===== config.mk =====
export PLATFORM = sky130hd
export DESIGN_NAME = pifo_rank_queue
export DESIGN_NICKNAME = d
export VERILOG_FILES = /design/src/rtl/pifo_rank_queue_pkg.sv /design/src/rtl/pifo_rank_cmp.sv /design/src/rtl/pifo_rank_queue.sv
export SDC_FILE = /design/constraint.sdc
export NUM_CORES = 2
export LEC_CHECK = 0
export ABC_AREA = 0
export CORE_ASPECT_RATIO = 1.4
export CORE_UTILIZATION = 34
export CTS_CLUSTER_SIZE = 8
export DETAILED_ROUTE_END_ITERATION = 8
export PLACE_DENSITY = 0.54
export RECOVER_POWER = 50
export SLEW_MARGIN = 20
export SYNTH_ARGS = -nofsm -noshare
export SYNTH_HDL_FRONTEND = slang
export SYNTH_HIERARCHICAL = 1
export SYNTH_SLANG_ARGS = --single-unit

===== constraint.sdc =====
create_clock -name clk -period 16.9 [get_ports clk]
set_input_delay 3.38 -clock clk [delete_from_list [all_inputs] [get_ports clk]]
set_output_delay 3.38 -clock clk [all_outputs]
set_load 0.02 [all_outputs]

===== src/rtl/pifo_rank_queue_pkg.sv =====
// Shared rank-word layout for the WRR engine and root PIFO: field widths, offsets, extractors, entry payload.
package pifo_rank_queue_pkg;

    localparam int unsigned PIFO_OVERFLOW_WIDTH = 1;
    localparam int unsigned PIFO_ROUND_WIDTH    = 18;
    localparam int unsigned PIFO_ADDR_WIDTH     = 12;
    localparam int unsigned RESULT_WIDTH        = 1 + PIFO_OVERFLOW_WIDTH + PIFO_ROUND_WIDTH + PIFO_ADDR_WIDTH;
    localparam int unsigned META_WIDTH          = 16;

    localparam int unsigned ADDR_LSB  = 0;
    localparam int unsigned ROUND_LSB = ADDR_LSB + PIFO_ADDR_WIDTH;
    localparam int unsigned OVF_LSB   = ROUND_LSB + PIFO_ROUND_WIDTH;
    localparam int unsigned VLD_BIT   = RESULT_WIDTH - 1;
    localparam int unsigned KEY_WIDTH = 1 + PIFO_ROUND_WIDTH;

    typedef logic [RESULT_WIDTH-1:0] rank_t;

    typedef struct packed {
        rank_t                 rank;
        logic [META_WIDTH-1:0] meta;
    } pifo_entry_t;

    function automatic logic [PIFO_OVERFLOW_WIDTH-1:0] rank_ovf(input rank_t r);
        return r[OVF_LSB +: PIFO_OVERFLOW_WIDTH];
    endfunction

    function automatic logic [PIFO_ROUND_WIDTH-1:0] rank_round(input rank_t r);
        return r[ROUND_LSB +: PIFO_ROUND_WIDTH];
    endfunction

endpackage


===== src/rtl/pifo_rank_cmp.sv =====
// Combinational sort-key compare: high when the stored entry's key is strictly greater than the new key.
module pifo_rank_cmp
    import pifo_rank_queue_pkg::*;
(
    input  logic [RESULT_WIDTH-1:0]        new_rank,
    input  logic [RESULT_WIDTH-1:0]        ent_rank,
    input  logic [PIFO_OVERFLOW_WIDTH-1:0] cur_ovf_eff,
    output logic                           gt_c
);

    logic [KEY_WIDTH-1:0] new_key;
    logic [KEY_WIDTH-1:0] ent_key;

    // Next-epoch ranks get the top key bit so they order after the whole current epoch.
    assign new_key = {rank_ovf(new_rank) != cur_ovf_eff, rank_round(new_rank)};
    assign ent_key = {rank_ovf(ent_rank) != cur_ovf_eff, rank_round(ent_rank)};
    assign gt_c    = ent_key > new_key;

endmodule


===== src/rtl/pifo_rank_queue.sv =====
// Shift-register PIFO of rank words sorted by {epoch, round}; head popped via valid/ready, pop feedback to WRR.
module pifo_rank_queue
    import pifo_rank_queue_pkg::*;
#(
    parameter int unsigned DEPTH = 16
) (
    input  logic                           clk,
    input  logic                           rstn,
    input  logic                           ins_valid,
    input  logic [RESULT_WIDTH-1:0]        ins_rank,
    input  logic [META_WIDTH-1:0]          ins_meta,
    output logic                           ins_ready,
    output logic                           deq_valid,
    output logic [RESULT_WIDTH-1:0]        deq_rank,
    output logic [META_WIDTH-1:0]          deq_meta,
    input  logic                           deq_ready,
    output logic                           last_pifo_valid,
    output logic [PIFO_OVERFLOW_WIDTH-1:0] last_pifo_overflow,
    output logic [PIFO_ROUND_WIDTH-1:0]    last_pifo_round,
    output logic [$clog2(DEPTH):0]         count
);

    localparam int unsigned CW = $clog2(DEPTH) + 1;

    pifo_entry_t                    ent_q [DEPTH];
    logic [DEPTH-1:0]               vld_q;
    logic [CW-1:0]                  count_q;
    logic [PIFO_OVERFLOW_WIDTH-1:0] cur_ovf_q;

    pifo_entry_t                    src_ent [DEPTH];
    pifo_entry_t                    sh_ent  [DEPTH];
    pifo_entry_t                    nxt_ent [DEPTH];
    pifo_entry_t                    new_ent_c;
    logic [DEPTH-1:0]               src_vld;
    logic [DEPTH-1:0]               sh_vld;
    logic [DEPTH-1:0]               nxt_vld;
    logic [DEPTH-1:0]               gt_c;
    logic [DEPTH-1:0]               place_c;
    logic [CW-1:0]                  pos_c;
    logic                           pop_c;
    logic                           do_ins_c;
    logic [PIFO_OVERFLOW_WIDTH-1:0] cur_ovf_eff_c;

    assign deq_valid = vld_q[0];
    assign deq_rank  = ent_q[0].rank;
    assign deq_meta  = ent_q[0].meta;
    assign ins_ready = count_q < CW'(DEPTH);
    assign count     = count_q;

    assign pop_c         = vld_q[0] && deq_ready;
    assign do_ins_c      = ins_valid && (ins_ready || pop_c);
    assign cur_ovf_eff_c = pop_c ? rank_ovf(ent_q[0].rank) : cur_ovf_q;
    assign new_ent_c     = '{rank: ins_rank, meta: ins_meta};

    // Post-pop view of the array, its one-slot-up shift, and per-slot compares against it.
    for (genvar g = 0; g < DEPTH; g++) begin : g_slot
        if (g < DEPTH - 1) begin : g_src
            assign src_ent[g] = pop_c ? ent_q[g+1] : ent_q[g];
            assign src_vld[g] = pop_c ? vld_q[g+1] : vld_q[g];
        end else begin : g_src_top
            assign src_ent[g] = pop_c ? '0 : ent_q[g];
            assign src_vld[g] = pop_c ? 1'b0 : vld_q[g];
        end
        if (g == 0) begin : g_sh0
            assign sh_ent[g] = src_ent[g];
            assign sh_vld[g] = src_vld[g];
        end else begin : g_sh
            assign sh_ent[g] = src_ent[g-1];
            assign sh_vld[g] = src_vld[g-1];
        end

        pifo_rank_cmp u_cmp (
            .new_rank    (ins_rank),
            .ent_rank    (src_ent[g].rank),
            .cur_ovf_eff (cur_ovf_eff_c),
            .gt_c        (gt_c[g])
        );

        assign place_c[g] = !src_vld[g] || gt_c[g];
    end

    // First slot whose key is strictly greater (or empty); equal keys stay FIFO.
    always_comb begin
        pos_c = CW'(DEPTH);
        for (int i = DEPTH - 1; i >= 0; i--) begin
            if (place_c[i]) pos_c = CW'(i);
        end
    end

    always_comb begin
        for (int i = 0; i < DEPTH; i++) begin
            nxt_ent[i] = src_ent[i];
            nxt_vld[i] = src_vld[i];
            if (do_ins_c) begin
                if (pos_c == CW'(i)) begin
                    nxt_ent[i] = new_ent_c;
                    nxt_vld[i] = 1'b1;
                end else if (pos_c < CW'(i)) begin
                    nxt_ent[i] = sh_ent[i];
                    nxt_vld[i] = sh_vld[i];
                end
            end
        end
    end

    always_ff @(posedge clk) begin
        if (!rstn) begin
            for (int i = 0; i < DEPTH; i++) ent_q[i] <= '0;
            vld_q              <= '0;
            count_q            <= '0;
            cur_ovf_q          <= '0;
            last_pifo_valid    <= 1'b0;
            last_pifo_overflow <= '0;
            last_pifo_round    <= '0;
        end else begin
            for (int i = 0; i < DEPTH; i++) ent_q[i] <= nxt_ent[i];
            vld_q           <= nxt_vld;
            count_q         <= count_q + CW'(do_ins_c) - CW'(pop_c);
            last_pifo_valid <= pop_c;
            if (pop_c) begin
                last_pifo_overflow <= rank_ovf(ent_q[0].rank);
                last_pifo_round    <= rank_round(ent_q[0].rank);
                cur_ovf_q          <= rank_ovf(ent_q[0].rank);
            end
        end
    end

endmodule


==> metrics.md <==
| Metric | Value |
|---|---|
| Outcome | finished with violations |
| Failing checks | capacitance limit, slew limit |
| R2R Path End | ent_q[0][559]$_SDFF_PN0_ |
| Top-Level Pins | 127 |
| Metal1 wirelength | 73920 µm |
| Place WS | 4.560 ns |
| Setup Buffers After CTS | 0 |
| Layout cells sized above 1 | 6.226% |
| Fillcell total | 16130 |
| HPWL Detailed | 134600 µm |
| Worst flop-to-flop path startpoint | vld_q[0]$_SDFF_PN0_ |
| Final Util | 37.83% |
| Die height | 468.2 µm |
| Final WL | 199000 µm |
| Clock-pin slew on the worst setup and hold paths | 0.05 ns |
| Cell Chain, Critical Path | dlygate4sd3_1, clkbuf_1, nand2_1, buf_4, nand2_1, nand2_1, ha_1, a211oi_1, nor2_1, a2111oi_0, o22ai_1, nand2b_1, a21oi_1, buf_4, and2_0, o311ai_0, o21a_1, buf_4, nor3_4, buf_4, nor3_1, a211oi_1 |
| Yosys warns | 6 |
| Placer Congestion | 0.8814 |
| Min Tclk post-route | 13.75 ns |
| Worst Setup Start Kind | primary input |
| CTS Hold Bufs | 0 |
| DR WL/cell | 22.70 µm |
| Reg2Reg Setup Slack | 7.15 ns |
| Die Area | 156800 µm² |
| GRT overflow | 0 |
| Peak supply drop | 0.08159 mV |
| Number of port buffers | 126 |
| Routed vias/inst | 5.930 |
| Hold WC Path Type | flip-flop to flip-flop |
| TritonCTS clock tree | built |
| Worst-margin pin slew | 3.687 ns |
| Register area | 16220 µm² |
| Post-CTS resize count | 0 |
| Routed wl met3 | 8622 µm |
| CP max-delay cell | a21oi_1 |
| Max-slew violations | 354 |
| H-tree levels | 3 |
| DRT antenna net count | 0 |
| P_leak | 25.20 nW |
| Vias in the first global route | 52840 |
| Residual DRC | 0 |
| Average cell area after synthesis | 7.580 µm² |
| Antenna violations before repair | 8 |
| Worst Skew | 0.03103 ns |
| Most common cell on crit path | buf_4 |
| First-pass GRT wire length | 306400 µm |
| Setup CP Type | primary input to flip-flop |
| Met2 Wirelength | 101000 µm |
| Area grow syn2layout | 10.23% |
| Core Box Area | 153800 µm² |
| Final Worst Setup Slack | 3.147 ns |
| Crit path required time | 17.54 ns |
| Syn nets | 7323 |
| Tot GR Track Use | 24.75% |
| Hold slack | 0.4498 ns |
| Max Freq | 0.07271 GHz |
| CP arrival | 14.39 ns |
| Highest Signal Layer | met5 |
| HP Start | last_pifo_round[7]$_SDFFE_PN0P_ |
| Hold path endpoint | last_pifo_round[7]$_SDFFE_PN0P_ |
| Hold Fails Final Rpt | 0 |
| Clock buffer count from CTS | 111 |
| Max clock buf depth | 3 |
| RSZ-0062 raised after global routing | no |
| CP endpoint kind | flip-flop |
| DR iter-0 viols | 3518 |
| Largest net degree at the start of global routing | 169 |
| Synth Instances | 6962 |
| Max_cap viols | 8 |
| # rows | 170 |
| Hold path cells | 2 |
| DR vias | 51960 |
| Worst slew margin | -145.8% |
| Clk_lat worst skew | 0.75 ns |
| CP peak stage delay | 1.52 ns |
| Leading cell types in the layout, fill and taps excluded | 1520 x nand2_1, 810 x dfxtp_1, 492 x inv_1 |
| # nets final | 7050 |
| # setup viols final | 0 |
| Pre-Repair DR Iteration Count | 6 |
| Pwr/cell area | 117.0 nW/µm² |
| Setup TNS | 0 ns |
| Starting Density | 34.32% |
| Tcrit/Tclk final | 81.38% |
| DIE WIDTH | 335.0 µm |
| Worst R2R Path Depth | 21 |
| Multi-input logic area | 32140 µm² |
| Post-synthesis cell area | 52770 µm² |
| Crit path max fanout | 70 |
| Clock root cell | clkbuf_16 |
| CTS sink count | 810 |
| Most common cell after layout, fill and taps aside | nand2_1 |
==> worst max path at each step <==
stage / startpoint / endpoint / cells after the start
floorplan: deq_ready / ent_q[0][481]$_SDFF_PN0_ / 21
global placement: deq_ready / ent_q[0][707]$_SDFF_PN0_ / 21
detailed placement: deq_ready / ent_q[0][648]$_SDFF_PN0_ / 22
CTS: deq_ready / ent_q[0][648]$_SDFF_PN0_ / 22
global route: deq_ready / ent_q[0][559]$_SDFF_PN0_ / 22
finish: deq_ready / ent_q[0][559]$_SDFF_PN0_ / 22
==> area by class of cell <==
| type | count | area share (%) |
|---|---|---|
| clock inverter | 8 | 0.2560 |
| clock buffer | 114 | 4.794 |
| tap | 2064 | 4.440 |
| sequential | 810 | 27.88 |
| timing repair buffer | 267 | 4.190 |
| antenna | 1 | 0.004302 |
| multi-input combinational | 5006 | 55.25 |
| inverter | 493 | 3.194 |
==> where the power goes <==
group	internal, mW	leakage (nW)	switching, mW
combinational	0.814	17.1	1.50
clock	1.16	1.44	0.897
sequential	2.24	6.66	0.210
==> registers in the layout, indices dropped and copies added (netlist names) <==
register	count
count	5
vld_q	16
cur_ovf_q	1
last_pifo_round	18
last_pifo_overflow	1
ent_q	768
last_pifo_valid	1
==> metrics by stage <==
stage	cells	instance area [µm²]	total power, mW
after detailed placement	8639	55320	4.782
after floorplan	6962	52770	4.053
final	8763	58170	6.808
after global placement	8637	55260	4.731
after CTS	8761	58260	6.849
after global routing	8763	58170	7.202
==> layer usage <==
layer | up-vias | track usage [%]
li1 | 24340 | -
met1 | 25500 | 26.32
met2 | 1530 | 45.13
met3 | 586 | 2.814
met4 | 12 | 17.78
met5 | - | 0
==> worst max-delay path: cells and delay by family <==
| family | cells | cell delay, ns |
|---|---|---|
| buffers and inverters | 6 | 3.97 |
| AOI/OAI and AO/OA | 7 | 3.39 |
| and+or+nand+nor | 8 | 3.14 |
| adders and majority gates | 1 | 0.31 |
No activity file was read; power rests on OpenSTA's default activity.
